[src/rtl/sat_bpred_pkg.sv]
// Shared constants and counter helpers for the bimodal branch predictor.
package sat_bpred_pkg;

   // Byte offset of the instruction word within the PC; index bits start here.
   localparam int PC_OFS = 2;

   function automatic int unsigned cnt_init(input int unsigned cnt_w);
      return (32'd1 << (cnt_w - 32'd1)) - 32'd1;
   endfunction

   function automatic int unsigned cnt_max(input int unsigned cnt_w);
      return (32'd1 << cnt_w) - 32'd1;
   endfunction

endpackage

[src/rtl/sat_counter.sv]
// One saturating up/down counter of the prediction table, reset to weakly-not-taken.
module sat_counter
   import sat_bpred_pkg::*;
#(
   parameter int CNT_W = 2
) (
   input  logic             clk,
   input  logic             rst,
   input  logic             inc_en,
   input  logic             dec_en,
   output logic [CNT_W-1:0] cnt
);

   localparam logic [CNT_W-1:0] INIT = CNT_W'(cnt_init(CNT_W));
   localparam logic [CNT_W-1:0] MAX  = CNT_W'(cnt_max(CNT_W));

   logic [CNT_W-1:0] cnt_q, cnt_d;

   // Saturation is tested before the add/subtract so the counter never wraps.
   always_comb begin
      cnt_d = cnt_q;
      if (inc_en && (cnt_q != MAX))
         cnt_d = cnt_q + CNT_W'(1);
      else if (dec_en && (cnt_q != '0))
         cnt_d = cnt_q - CNT_W'(1);
   end

   always_ff @(posedge clk or posedge rst) begin
      if (rst) cnt_q <= INIT;
      else     cnt_q <= cnt_d;
   end

   assign cnt = cnt_q;

endmodule

[src/rtl/sat_counter_bpred.sv]
// Bimodal branch predictor: 2^IDX_W saturating counters, registered prediction, separate train port.
// Optional SAT_BPRED_GSHARE_EN hashes the index with a non-speculative global history register.
module sat_counter_bpred
   import sat_bpred_pkg::*;
#(
   parameter int PC_W   = 32,
   parameter int IDX_W  = 4,
   parameter int CNT_W  = 2,
   parameter int MISS_W = 16
) (
   input  logic              clk,
   input  logic              rst,
   input  logic              req_valid,
   input  logic [PC_W-1:0]   req_pc,
   output logic              pred_valid,
   output logic              pred_taken,
   output logic [IDX_W-1:0]  pred_idx,
   input  logic              upd_valid,
   input  logic [IDX_W-1:0]  upd_idx,
   input  logic              upd_taken,
   input  logic              upd_pred,
   output logic [MISS_W-1:0] miss_cnt
);

   localparam int NENT = 1 << IDX_W;

   logic [NENT-1:0][CNT_W-1:0] cnt;
   logic [NENT-1:0]            inc_en, dec_en;
   logic [IDX_W-1:0]           req_idx;
   logic                       unused_pc;

   logic              pred_valid_q, pred_valid_d;
   logic              pred_taken_q, pred_taken_d;
   logic [IDX_W-1:0]  pred_idx_q, pred_idx_d;
   logic [MISS_W-1:0] miss_q, miss_d;

   assign unused_pc = ^{req_pc[PC_W-1:PC_OFS+IDX_W], req_pc[PC_OFS-1:0]};

`ifdef SAT_BPRED_GSHARE_EN
   logic [IDX_W-1:0] ghr_q, ghr_d;

   assign req_idx = req_pc[PC_OFS+IDX_W-1:PC_OFS] ^ ghr_q;
   assign ghr_d   = upd_valid ? {ghr_q[IDX_W-2:0], upd_taken} : ghr_q;

   always_ff @(posedge clk or posedge rst) begin
      if (rst) ghr_q <= '0;
      else     ghr_q <= ghr_d;
   end
`else
   assign req_idx = req_pc[PC_OFS+IDX_W-1:PC_OFS];
`endif

   for (genvar i = 0; i < NENT; i++) begin : g_tbl
      assign inc_en[i] = upd_valid && (upd_idx == IDX_W'(i)) &&  upd_taken;
      assign dec_en[i] = upd_valid && (upd_idx == IDX_W'(i)) && !upd_taken;

      sat_counter #(.CNT_W(CNT_W)) u_cnt (
         .clk    (clk),
         .rst    (rst),
         .inc_en (inc_en[i]),
         .dec_en (dec_en[i]),
         .cnt    (cnt[i])
      );
   end

   // Reads the current counter value, so a same-edge update is not visible yet.
   always_comb begin
      pred_valid_d = req_valid;
      pred_taken_d = pred_taken_q;
      pred_idx_d   = pred_idx_q;
      if (req_valid) begin
         pred_taken_d = cnt[req_idx][CNT_W-1];
         pred_idx_d   = req_idx;
      end
      miss_d = miss_q;
      if (upd_valid && (upd_pred != upd_taken) && (miss_q != '1))
         miss_d = miss_q + MISS_W'(1);
   end

   always_ff @(posedge clk or posedge rst) begin
      if (rst) begin
         pred_valid_q <= 1'b0;
         pred_taken_q <= 1'b0;
         pred_idx_q   <= '0;
         miss_q       <= '0;
      end else begin
         pred_valid_q <= pred_valid_d;
         pred_taken_q <= pred_taken_d;
         pred_idx_q   <= pred_idx_d;
         miss_q       <= miss_d;
      end
   end

   assign pred_valid = pred_valid_q;
   assign pred_taken = pred_taken_q;
   assign pred_idx   = pred_idx_q;
   assign miss_cnt   = miss_q;

endmodule

[config.mk]
export PLATFORM = sky130hd
export DESIGN_NAME = sat_counter_bpred
export DESIGN_NICKNAME = d
export VERILOG_FILES = /design/src/rtl/sat_bpred_pkg.sv /design/src/rtl/sat_counter.sv /design/src/rtl/sat_counter_bpred.sv
export SDC_FILE = /design/constraint.sdc
export NUM_CORES = 1
export LEC_CHECK = 0
export BUFFER_PORTS_ARGS = -buffer_cell sky130_fd_sc_hd__buf_4
export CORE_MARGIN = 8
export CORE_UTILIZATION = 35
export DETAILED_ROUTE_END_ITERATION = 8
export PLACE_DENSITY = 0.58
export SLEW_MARGIN = 5
export SYNTH_ARGS = -nofsm -noshare
export SYNTH_HDL_FRONTEND = slang
export SYNTH_SLANG_ARGS = --single-unit
[constraint.sdc]
create_clock -name clk -period 2.4 [get_ports clk]
set_clock_uncertainty 0.2 [all_clocks]
set_input_delay 0.12 -clock clk [delete_from_list [all_inputs] [get_ports clk]]
set_output_delay 0.12 -clock clk [all_outputs]
set_load 0.005 [all_outputs]
# Yosys cells after proc, flatten, opt, wreduce, memory -nomap -nowiden
# Cells that the tools add are included.
[op_classes]
n_addsub = 33
order_cmp = 1
n_eq_ne = 33
n_mux = 34
n_reduce_logical = 116
[ops]
columns = ["cell", "n"]
rows = [
  ["$logic_and A1 B1 Y1", 82],
  ["$mux W2", 33],
  ["$reduce_bool A2 Y1", 32],
  ["$add A2 B1 Y2 const B", 16],
  ["$eq A4 B4 Y1 const B", 8],
  ["$ne A2 B2 Y1 const B", 16],
  ["$sub A2 B1 Y2 const B", 16],
  ["$add A16 B1 Y16 const B", 1],
  ["$eq A4 B3 Y1 const B", 4],
  ["$ne A16 B16 Y1 const B", 1],
  ["$bmux W2 S4", 1],
  ["$eq A4 B2 Y1 const B", 2],
  ["$lt A4 B5 Y1 const B", 1],
  ["$eq A4 B1 Y1 const B", 1],
  ["$logic_not A4 Y1", 1],
  ["$logic_not A1 Y1", 1],
  ["$ne A1 B1 Y1", 1],
]
[totals]
regBits = 54
input_bits = 42
output_inout_bits = 22

# Depth between registers and ports, before layout
[logic_depth]
depth_word = 6
mapped_depth = 6
mapped_depth_nobuf = 5

# Cells and area by module
# A second synthesis with hierarchy kept.
[hier_totals]
hier_cells = 306
hier_area_um2 = 2911.5
[modules_own_cells]
columns = ["mod", "instances", "cells_per_inst", "area_each_um2"]
rows = [
  ["sat_counter", 16, 10, 96.3],
  ["sat_counter_bpred", 1, 146, 1370.1],
]

# Worst setup path after synthesis
# OpenSTA, ideal clock, no wires.
[synth_path]
kind = "flip-flop to flip-flop"
from = "register miss_q[0] (netlist: miss_cnt[0])"
to = "register miss_q[1] (netlist: miss_cnt[1])"
setup_ns = 0.125
arrival_ns = 1.576
t_required_ns = 2.075
path_slack_ns = 0.499
path_stages_with_launch = 6
path_buffers = 0
path_cell_list = "dfrtp_1 -> ha_1 -> nand4_1 -> nor4_4 -> nor2_2 -> mux2_4"
[synth_between]
elab_chain_cells = 2
word_cells_on_any_way = 3
cone_classes = "add/sub: 1; eq/ne: 1; reduce/logical: 1"
[synth_rtl]
columns = ["item", "line", "rtl"]
rows = [
  ["from (decl)", "sat_counter_bpred.sv:35", "logic [MISS_W-1:0] miss_q, miss_d;"],
  ["from (signal assigned)", "sat_counter_bpred.sv:90", "miss_q <= miss_d;"],
  ["parallel branches: the longest is 2 deep, another holds $add A16 B1 Y16", "-", ""],
]
# Several ways; the timed one is not identified.
# A chain may end at the register's enable or synchronous reset.

# Final worst setup path
[layout_path]
from = "register miss_q[0] (netlist: miss_cnt[0])"
to = "register miss_q[3] (netlist: miss_cnt[3])"
# Same word-level chain as after synthesis.

==> flow_summary_export.csv <==
group,metric,value,unit
detailed_routing,vias,2255,
yosys,syn_nets,324,
sta,hold_viol_final,0,
critical_path,r2r_slack,320,ps
clock_network,cts.path.max_buffers,2,
critical_path,worstSetupEndpointType,"flip-flop",
final_layout,fillers,766,
yosys,ys_ff_latch,54,
clock_network,cts_buffers,5,
sta,worst_pin_slew,599,ps
global_route,grt.overflow.total,0,
yosys,synth.distinct_cells,42,
detailed_routing,drcViolationCount,0,
clock_network,htreeDepth,2,
run,maxCapViolCount,0,
detailed_routing,drt_iter0_drc,152,
critical_path,rr_worst_depth,6,
critical_path,cp_max_fo,6,
clock_network,clk_pin_slew,100,ps
final_layout,syn2layout_area_growth,21.1,%
power_and_ir_drop,power_frac_comb,0.211,
worst_hold_path,worstHoldStart,"upd_idx[2]",
sta,finalSetupViolCount,0,
final_layout,antennaDiodeCount,0,
sta,postLayoutSetupSlackWorst,320,ps
detailed_routing,firstDrtPassIters,4,
outcome,status,"complete, no violations",
floorplanning,rows,32,
final_layout,multiInputGateArea,1360,um^2
power_and_ir_drop,power.leakage,1.41,nW
global_route,grt_pass1_vias,2120,
global_route,antenna_found_initial,0,
yosys,seq_area_frac_synth,0.486,
power_and_ir_drop,max-vdd-ir-drop,0.000373,V
yosys,yosysWarnings,0,
yosys,post_synth.cell_area_avg,10.0,um^2
sta,timing.hold.ws,67.6,ps
floorplanning,initial_core_util,0.364,
worst_hold_path,hold-path-endpoint,"g_tbl[2].u_cnt.cnt[0]",
yosys,synthTopCellsByArea,"dfrtp_1 34%, dfstp_2 15%, o21ai_0 6.6%",
final_layout,regArea,1370,um^2
yosys,synth_largest_area_cell,"dfrtp_1",
yosys,synth_top_area_frac,0.337,
sta,relSlewSlack,0.600,
critical_path,critical_path_required,2390,ps
critical_path,crit_arrival,2070,ps
power_and_ir_drop,powerDensity,703,nW/um^2
floorplanning,die_area,11200,um^2
floorplanning,die_h,106,um
sta,max_freq,481,MHz
sta,rsz0062_at_grt,"no",
final_layout,nNetsFinal,367,
power_and_ir_drop,power_frac_clock,0.258,
final_layout,drive_gt1_frac,0.258,
clock_network,cts_root_buffer,"clkbuf_8",
power_and_ir_drop,power_frac_seq,0.531,
global_route,grt_start_max_net_pins,56,
floorplanning,die_x,106,um
sta,period_minus_slack,2080,ps
yosys,synthCells,281,
placement,dpl_worst_slack,360,ps
clock_network,cts_tree,"done",
critical_path,worst-setup-path-type,"reg2reg",
sta,tns,0,ps
yosys,syn_area,2820,um^2
floorplanning,io_pins,64,
clock_network,cts.repair.resized,0,
detailed_routing,avgViaCountPerCell,5.28,
detailed_routing,post_drt_wl_per_cell,14.6,um
detailed_routing,drt_wl_total,6250,um
power_and_ir_drop,p_switching,0.693,mW
worst_hold_path,hold_path_depth,5,
floorplanning,core-area,7770,um^2
global_route,grt_pass1_wl,10500,um
critical_path,worstReg2RegEnd,"miss_cnt[3]",
critical_path,start_kind,"flip-flop",
sta,layout_worst_path_cycle_share,0.867,
placement,portBuffers,35,
global_route,grtUsageTotal,0.113,
worst_hold_path,hold_class,"in2reg",
power_and_ir_drop,switching_share,0.288,
power_and_ir_drop,internal_power,1.71,mW
clock_network,clkSinkCount,54,
sta,report.final.slew_viol_count,0,
placement,hpwlAfterDp,4370,um
placement,routabilityCongestion,0.747,
final_layout,utilization,0.440,
clock_network,clock_latency,310,ps
critical_path,reg2reg_from,"miss_cnt[0]",
detailed_routing,ant_nets,0,
==> area by class of cell <==
| class | count | area share |
|---|---|---|
| sequential | 54 | 0.401 |
| multi-input combinational | 203 | 0.396 |
| timing repair buffer | 52 | 0.124 |
| tap | 102 | 0.0373 |
| clock buffer | 6 | 0.0212 |
| clock inverter | 2 | 0.0110 |
| inverter | 8 | 0.00878 |
==> sequential cells by signal (all words and copies together) (netlist names) <==
signal	cells
g_tbl.u_cnt.cnt	32
miss_cnt	16
pred_idx	4
pred_taken	1
pred_valid	1
==> per-stage QoR <==
stage,total power [mW],cells,cell area (um^2)
after detailed placement,1.80,410,3220
final,2.41,427,3420
after floorplan,1.55,281,2820
after global routing,2.55,427,3420
after global placement,1.78,410,3220
after CTS,2.43,427,3420
==> worst max path at each step <==
stage	to	depth (start not counted)	from	slack, ps
after floorplan	miss_cnt[1]	5	miss_cnt[0]	500
after global placement	miss_cnt[4]	6	miss_cnt[0]	360
after detailed placement	miss_cnt[12]	5	miss_cnt[0]	360
final	miss_cnt[3]	6	miss_cnt[0]	320
after CTS	miss_cnt[12]	5	miss_cnt[0]	320
after global routing	miss_cnt[3]	6	miss_cnt[0]	110
==> Yosys cell counts, drive strengths merged <==
| library cell | count |
|---|---|
| nor3b | 3 |
| inv | 8 |
| nand4 | 4 |
| a41o | 3 |
| and2 | 3 |
| nand2 | 31 |
| and4b | 1 |
| o21ai | 37 |
| a31oi | 6 |
| o22ai | 1 |
| nor2b | 2 |
| and4 | 1 |
| buf | 3 |
| nor2 | 8 |
| dfrtp | 38 |
| o211ai | 7 |
| mux2i | 9 |
| o2111ai | 4 |
| nand3 | 13 |
| nor4b | 1 |
| and3b | 2 |
| o31ai | 3 |
| xnor2 | 4 |
| xor2 | 12 |
| a211oi | 1 |
| a21oi | 13 |
| nor4 | 6 |
| nor3 | 4 |
| or3 | 1 |
| mux2 | 6 |
| dfstp | 16 |
| clkbuf | 13 |
| mux4 | 4 |
| a221o | 1 |
| and3 | 10 |
| or2 | 1 |
| ha | 1 |
==> metal layers <==
| metal | global-route usage | vias up | wire length [um] |
|---|---|---|---|
| met5 | 0 | - | 0 |
| met4 | 0.0352 | 0 | 85 |
| met3 | 0.0268 | 6 | 239 |
| met2 | 0.176 | 43 | 2840 |
| met1 | 0.150 | 1089 | 3080 |
| li1 | - | 1117 | - |
==> what timing repair did <==
item                       in CTS  in global routing
hold endpoints to repair       30                  0
buffers inserted                0                  0
setup endpoints to repair       0                  0
hold buffers                    9                  0
==> kinds of logic (layout without fill, tap and decap cells) <==
logic type,Yosys count,count (layout),synth area share
buffers and inverters,24,68,0.0341
xor gates and xnor gates,16,16,0.0496
muxes,19,19,0.0891
AOI/OAI and AO/OA,76,76,0.160
DFF,54,54,0.486
and+or+nand+nor,91,91,0.177
adders and majority gates,1,1,0.00443
==> power by group through the flow <==
stage	combinational (mW)	sequential, mW	clock (mW)
final	0.508	1.28	0.620
after global routing	0.570	1.31	0.672
after detailed placement	0.507	1.29	0
after global placement	0.498	1.29	0
after floorplan	0.281	1.27	0
after CTS	0.520	1.28	0.634
==> placed cells by master, fill, tap and decap left out, types with 5 or more instances in the layout <==
master,synthesis,final
a31oi_1,6,6
nand2_1,31,31
mux2_2,5,5
a21oi_1,13,13
dlygate4sd3_1,0,9
o211ai_1,7,7
nor4_1,5,5
dfrtp_1,38,38
and3_1,10,10
inv_1,8,7
nor2_1,7,7
clkbuf_8,0,5
nand3_1,13,13
dfstp_2,16,16
xor2_1,12,12
buf_4,1,42
o21ai_0,37,37
mux2i_1,9,9
==> worst max-delay path: stages, from the launching register on <==
cell     delay, ps
dfrtp_1        480
ha_1           230
nand4_1        280
nor4_4         370
buf_4          190
nor3_1          60
xor2_1         160
Power figures use the tool's default switching activity.
